### src/rtl/integration_pkg.sv
// Shared AHB-Lite arbitration types, transfer/burst encodings and burst length helper.
// Pure declarations: no latency, no backpressure.
package integration_pkg;

    localparam int master_number = 4;

    typedef enum logic [1:0] {
        ARB    = 2'd0,
        BURST  = 2'd1,
        LOCKED = 2'd2
    } ahb_arb_state_e;

    localparam logic [1:0] HTRANS_IDLE   = 2'd0;
    localparam logic [1:0] HTRANS_BUSY   = 2'd1;
    localparam logic [1:0] HTRANS_NONSEQ = 2'd2;
    localparam logic [1:0] HTRANS_SEQ    = 2'd3;

    localparam logic [2:0] HBURST_SINGLE = 3'd0;
    localparam logic [2:0] HBURST_INCR   = 3'd1;
    localparam logic [2:0] HBURST_WRAP4  = 3'd2;
    localparam logic [2:0] HBURST_INCR4  = 3'd3;
    localparam logic [2:0] HBURST_WRAP8  = 3'd4;
    localparam logic [2:0] HBURST_INCR8  = 3'd5;
    localparam logic [2:0] HBURST_WRAP16 = 3'd6;
    localparam logic [2:0] HBURST_INCR16 = 3'd7;

    // Undefined-length bursts (SINGLE/INCR) report 0 so they never lock the grant.
    function automatic logic [4:0] burst_beats(input logic [2:0] hburst);
        case (hburst)
            HBURST_WRAP4,  HBURST_INCR4:  return 5'd4;
            HBURST_WRAP8,  HBURST_INCR8:  return 5'd8;
            HBURST_WRAP16, HBURST_INCR16: return 5'd16;
            default:                      return 5'd0;
        endcase
    endfunction

endpackage

### src/rtl/ahb_arbiter_prio_enc.sv
// Fixed-priority request encoder: lowest requesting index wins, else the top (default) master.
// Combinational, zero latency, no backpressure.
module ahb_arb_prio_enc #(
    parameter int NUM_MASTERS = 4
) (
    input  logic [NUM_MASTERS-1:0] req,
    output logic [3:0]             win_idx,
    output logic                   win_dflt
);

    always_comb begin
        win_idx  = 4'(NUM_MASTERS - 1);
        win_dflt = 1'b1;
        for (int i = NUM_MASTERS - 1; i >= 0; i--) begin
            if (req[i]) begin
                win_idx  = 4'(i);
                win_dflt = 1'b0;
            end
        end
    end

endmodule

### src/rtl/ahb_arbiter.sv
// AHB-Lite fixed-priority arbiter keeping fixed bursts and locked sequences intact.
// Grant registers one hready edge after a request; hready=0 stalls every register.
module ahb_arbiter
    import integration_pkg::*;
#(
    parameter int NUM_MASTERS = integration_pkg::master_number
) (
    input  logic                   hclk,
    input  logic                   hreset,
    input  logic [NUM_MASTERS-1:0] hbusreq,
    input  logic [NUM_MASTERS-1:0] hlock,
    input  logic                   hready,
    input  logic [1:0]             htrans,
    input  logic [2:0]             hburst,
    output logic [NUM_MASTERS-1:0] hgrant,
    output logic [3:0]             hmaster,
    output logic                   hmastlock
);

    ahb_arb_state_e         state_q, state_d;
    logic [3:0]             cnt_q, cnt_d;
    logic [NUM_MASTERS-1:0] grant_q, grant_d;
    logic [3:0]             hmaster_q, hmaster_d;
    logic                   hmastlock_q, hmastlock_d;

    logic [3:0]             win_idx;
    logic                   win_dflt;
    logic [NUM_MASTERS-1:0] win_oh;
    logic [NUM_MASTERS-1:0] lock_req;
    logic [3:0]             owner_idx;
    logic                   owner_lock;
    logic                   win_lock;
    logic [4:0]             beats;
    logic                   burst_start;

    ahb_arb_prio_enc #(.NUM_MASTERS(NUM_MASTERS)) u_prio_enc (
        .req      (hbusreq),
        .win_idx  (win_idx),
        .win_dflt (win_dflt)
    );

    assign lock_req    = hbusreq & hlock;
    assign owner_lock  = |(lock_req & grant_q);
    assign win_lock    = !win_dflt && |(lock_req & win_oh);
    assign beats       = burst_beats(hburst);
    assign burst_start = (state_q != BURST) && (htrans == HTRANS_NONSEQ) && (beats != 5'd0);

    always_comb begin
        win_oh    = '0;
        owner_idx = '0;
        for (int i = 0; i < NUM_MASTERS; i++) begin
            win_oh[i] = (win_idx == 4'(i));
            if (grant_q[i]) begin
                owner_idx = owner_idx | 4'(i);
            end
        end
    end

    always_comb begin
        state_d     = state_q;
        cnt_d       = cnt_q;
        grant_d     = grant_q;
        hmaster_d   = hmaster_q;
        hmastlock_d = hmastlock_q;
        if (hready) begin
            hmaster_d   = owner_idx;
            hmastlock_d = owner_lock;

            if (burst_start) begin
                cnt_d = 4'(beats - 5'd1);
            end else if (htrans == HTRANS_IDLE) begin
                cnt_d = '0;
            end else if (htrans == HTRANS_SEQ && cnt_q != 4'd0) begin
                cnt_d = cnt_q - 4'd1;
            end

            case (state_q)
                ARB: begin
                    // A burst starting now belongs to the current owner, so the grant stays put.
                    if (burst_start) begin
                        state_d = owner_lock ? LOCKED : BURST;
                    end else begin
                        grant_d = win_oh;
                        state_d = win_lock ? LOCKED : ARB;
                    end
                end
                BURST: begin
                    if (cnt_d == 4'd0) begin
                        state_d = ARB;
                    end
                end
                LOCKED: begin
                    if (!owner_lock) begin
                        state_d = (cnt_d != 4'd0) ? BURST : ARB;
                    end
                end
                default: state_d = ARB;
            endcase
        end
    end

    always_ff @(posedge hclk or posedge hreset) begin
        if (hreset) begin
            state_q     <= ARB;
            cnt_q       <= '0;
            grant_q     <= {1'b1, {(NUM_MASTERS-1){1'b0}}};
            hmaster_q   <= 4'(NUM_MASTERS - 1);
            hmastlock_q <= 1'b0;
        end else begin
            state_q     <= state_d;
            cnt_q       <= cnt_d;
            grant_q     <= grant_d;
            hmaster_q   <= hmaster_d;
            hmastlock_q <= hmastlock_d;
        end
    end

    assign hgrant    = grant_q;
    assign hmaster   = hmaster_q;
    assign hmastlock = hmastlock_q;

endmodule

### config.mk
export PLATFORM = sky130hd
export DESIGN_NAME = ahb_arbiter
export DESIGN_NICKNAME = d
export VERILOG_FILES = /design/src/rtl/integration_pkg.sv /design/src/rtl/ahb_arbiter_prio_enc.sv /design/src/rtl/ahb_arbiter.sv
export SDC_FILE = /design/constraint.sdc
export NUM_CORES = 1
export LEC_CHECK = 0
export BUFFER_PORTS_ARGS = -buffer_cell sky130_fd_sc_hd__clkbuf_2
export CAP_MARGIN = 5
export CORE_ASPECT_RATIO = 1.5
export CORE_MARGIN = 3
export CORE_UTILIZATION = 45
export DETAILED_ROUTE_END_ITERATION = 10
export GPL_ROUTABILITY_DRIVEN = 0
export PLACE_DENSITY_LB_ADDON = 0.15
export SLEW_MARGIN = 15
export SYNTH_ARGS = -nofsm -noshare
export SYNTH_HDL_FRONTEND = slang
export SYNTH_SLANG_ARGS = --single-unit
### constraint.sdc
create_clock -name hclk -period 2.4 [get_ports hclk]
set_clock_uncertainty 0.2 [all_clocks]
set_input_delay 0.12 -clock hclk [delete_from_list [all_inputs] [get_ports hclk]]
set_output_delay 0.12 -clock hclk [all_outputs]
set_load 0.05 [all_outputs]
==> out/summary.txt <==
Netlist Area Pre-Place: 877.1 um^2
GRT Total Usage: 15.56%
Gate Count Post-Synth: 97
register-to-register setup slack: 0.07 ns
largest net degree at the start of global routing: 15
die area: 2526 um^2
RSZ-0062 raised after global routing: no
first-pass GRT wire length: 3.056 mm
DRT Pass-1 Iters: 4
synthesized area per cell: 9.042 um^2
Synth area leaders: dfrtp_1, dfstp_2, mux2_2
Worst-path clk slew: 0.08 ns
yosys warns: 0
total CTS buffers: 3
final setup vio count: 0
via/cell ratio: 5.817
antenna violations before repair: 0
clk sink count: 13
Int Power: 686.6 uW
htree depth: 1
Final Cycle Share: 97.14%
Logic pwr share: 56.5%
Initial Util: 50.58%
CORE AREA: 1734 um^2
GRT overflow: 0
# rows: 18
Iter 0 DRT Violations: 11
most common cell in the netlist: dfrtp_1
Yosys cell types: 39
count of final max-slew check failures: 0
Arr. time, crit path: 2.34 ns
Detail Placement HPWL: 1.434 mm
Post CTS Setup Buffer Count: 0
final antenna-violating net count: 0
synthesis-to-finish area growth: 21.11%
asr flop ratio synth: 100.0%
fraction of layout cells with a size suffix above 1: 33.61%
VDD IR max: 654.9 uV
NetSw: 546.4 uW
LEAKAGE: 0.4982 nW
Flop pwr share: 33.0%
port bufs: 21
switching portion of total power: 44.31%
Post-synth top cells: dfrtp_1, inv_1, nor2_1, nand3_1
Nets: 141
antenna fix cells: 0
Hold Fails Final Rpt: 0
DR DRC count: 0
Clk pwr share: 10.5%
pre-CTS WS: -0.01243 ns
crit end category: flop
Clock Latency Late Sink: 0.27 ns
DRT Wirelength: 1.853 mm
Clock Tree Root: clkbuf_4
synthesized flop and latch total: 13
via count: 826
vias in the first global route: 755
max-cap viol count: 0
final core occ: 61.26%
Tmin final: 2.331 ns
Worst Hold Class: input port to flop
power density cells: 1161 nW/um^2
crit path kind: flop to flop
status: completed
CTS tree: yes
Synth top area share: 28.53%
top_reg_cell synth: dfrtp_1
Max Freq: 428.9 MHz
die width: 42.05 um
post-route worst setup slack: 0.06859 ns
Seq/Total Area, Yosys: 37.52%
setup TNS: 0 ns
Yosys top cell by area: dfrtp_1
critical-path maximum fanout: 6
required time worst endpoint: 2.41 ns
Post-synth EDFFs: 0
Critical Path Start Type: flop
number of fill cells: 160
die height: 60.07 um
I/O pins: 25
buffers from clock root to sink, at most: 2
drt wl/cell: 13.05 um
-- cells by family after synthesis --
family | after synthesis | share of synthesized area, %
AND/OR/NAND/NOR | 36 | 22.68
adder cells (fa/ha/maj) | 2 | 2.853
buffers and inverters | 13 | 6.419
AO/OA/AOI/OAI | 25 | 21.40
multiplexers | 7 | 8.701
flip-flops | 13 | 37.52
other | 1 | 0.4275
-- cells in the final DEF (no fill, tap or decap), drive strengths merged, types with 2 or more instances in the layout --
cell | synthesis | layout
dlygate4sd3 | 0 | 2
mux2 | 5 | 5
o21ai | 3 | 3
clkbuf | 4 | 25
buf | 2 | 3
dfrtp | 10 | 10
nand2b | 4 | 4
nor2 | 7 | 7
a221o | 2 | 2
a22o | 3 | 3
ha | 2 | 2
nand2 | 4 | 4
and2 | 2 | 2
inv | 7 | 7
or3 | 2 | 2
nand3 | 6 | 6
a21oi | 5 | 5
nor2b | 3 | 3
mux2i | 2 | 2
a211oi | 2 | 2
conb | 1 | 2
dfstp | 3 | 3
-- sequential cells by signal, summed over array words and instances, names as in the netlist --
register and cells:
cnt_q 4, hgrant 4, hmaster 2, state_q 2, hmastlock 1
-- per-stage QoR --
stage	hold slack, ns	instance area, um^2	cells	power, mW
after CTS	0.008634	1062	142	1.233
after detailed placement	-0.05383	1003	136	1.071
after floorplan	-0.2052	880.8	98	0.8963
final	0.007587	1062	142	1.233
after global placement	-0.06144	1003	136	1.062
after global routing	0.03147	1062	142	1.314
-- critical path, stage by stage, from the launching register on --
cell and delay (ns):
dfrtp_1 0.39, buf_4 0.16, or4_1 0.50, or3_1 0.31
a311oi_1 0.40, o22a_1 0.21, a221o_1 0.09
-- area by class of cell --
| type | count | area, um^2 | area share, % |
|---|---|---|---|
| Timing Repair Buffer | 26 | 147.6 | 13.90 |
| Clock buffer | 4 | 26.28 | 2.473 |
| Inverter | 7 | 26.28 | 2.473 |
| Multi-Input combinational cell | 72 | 508.0 | 47.82 |
| Tap cell | 20 | 25.02 | 2.356 |
| Sequential cell | 13 | 329.1 | 30.98 |
-- path summary, 6_finish.rpt --
| kind | end | depth (start not counted) | from |
|---|---|---|---|
| setup / recovery | state_q[0]$_DFFE_PP0P_ | 6 | cnt_q[0]$_DFFE_PP0P_ |
| hold / removal | hmaster[0]$_DFFE_PP1P_ | 2 | hready |
| setup reg to reg | state_q[0]$_DFFE_PP0P_ | 6 | cnt_q[0]$_DFFE_PP0P_ |
| hold reg to reg | hmastlock$_DFFE_PP0P_ | 1 | hmastlock$_DFFE_PP0P_ |
| max in group asynchronous | hmaster[0]$_DFFE_PP1P_ | 3 | hreset |
| min in group asynchronous | hgrant[2]$_DFFE_PP0P_ | 3 | hreset |
-- per-layer routing --
layer  GRT usage [%]  vias to the layer above  part of all wire [%]
met5               0                        -                     0
met4           8.000                        0                  0.81
met3           1.205                        2                   4.9
met2           28.76                       23                    49
met1           17.82                      394                    45
li1                -                      407                     -
-- power by group through the flow --
stage / Clock [mW] / Sequential [mW] / Combinational [mW]
floorplan: 0 / 0.572 / 0.324
global placement: 0 / 0.404 / 0.658
detailed placement: 0 / 0.406 / 0.664
CTS: 0.135 / 0.403 / 0.696
global route: 0.147 / 0.420 / 0.747
finish: 0.130 / 0.406 / 0.697
-- what timing repair did --
action,4_1_cts,5_1_grt
endpoints found under the setup margin,1,1
pin swaps,1,1
endpoints found under the hold margin,14,0
hold buffers,2,0
resized for setup,2,2
(Power assumes the default switching activity.)
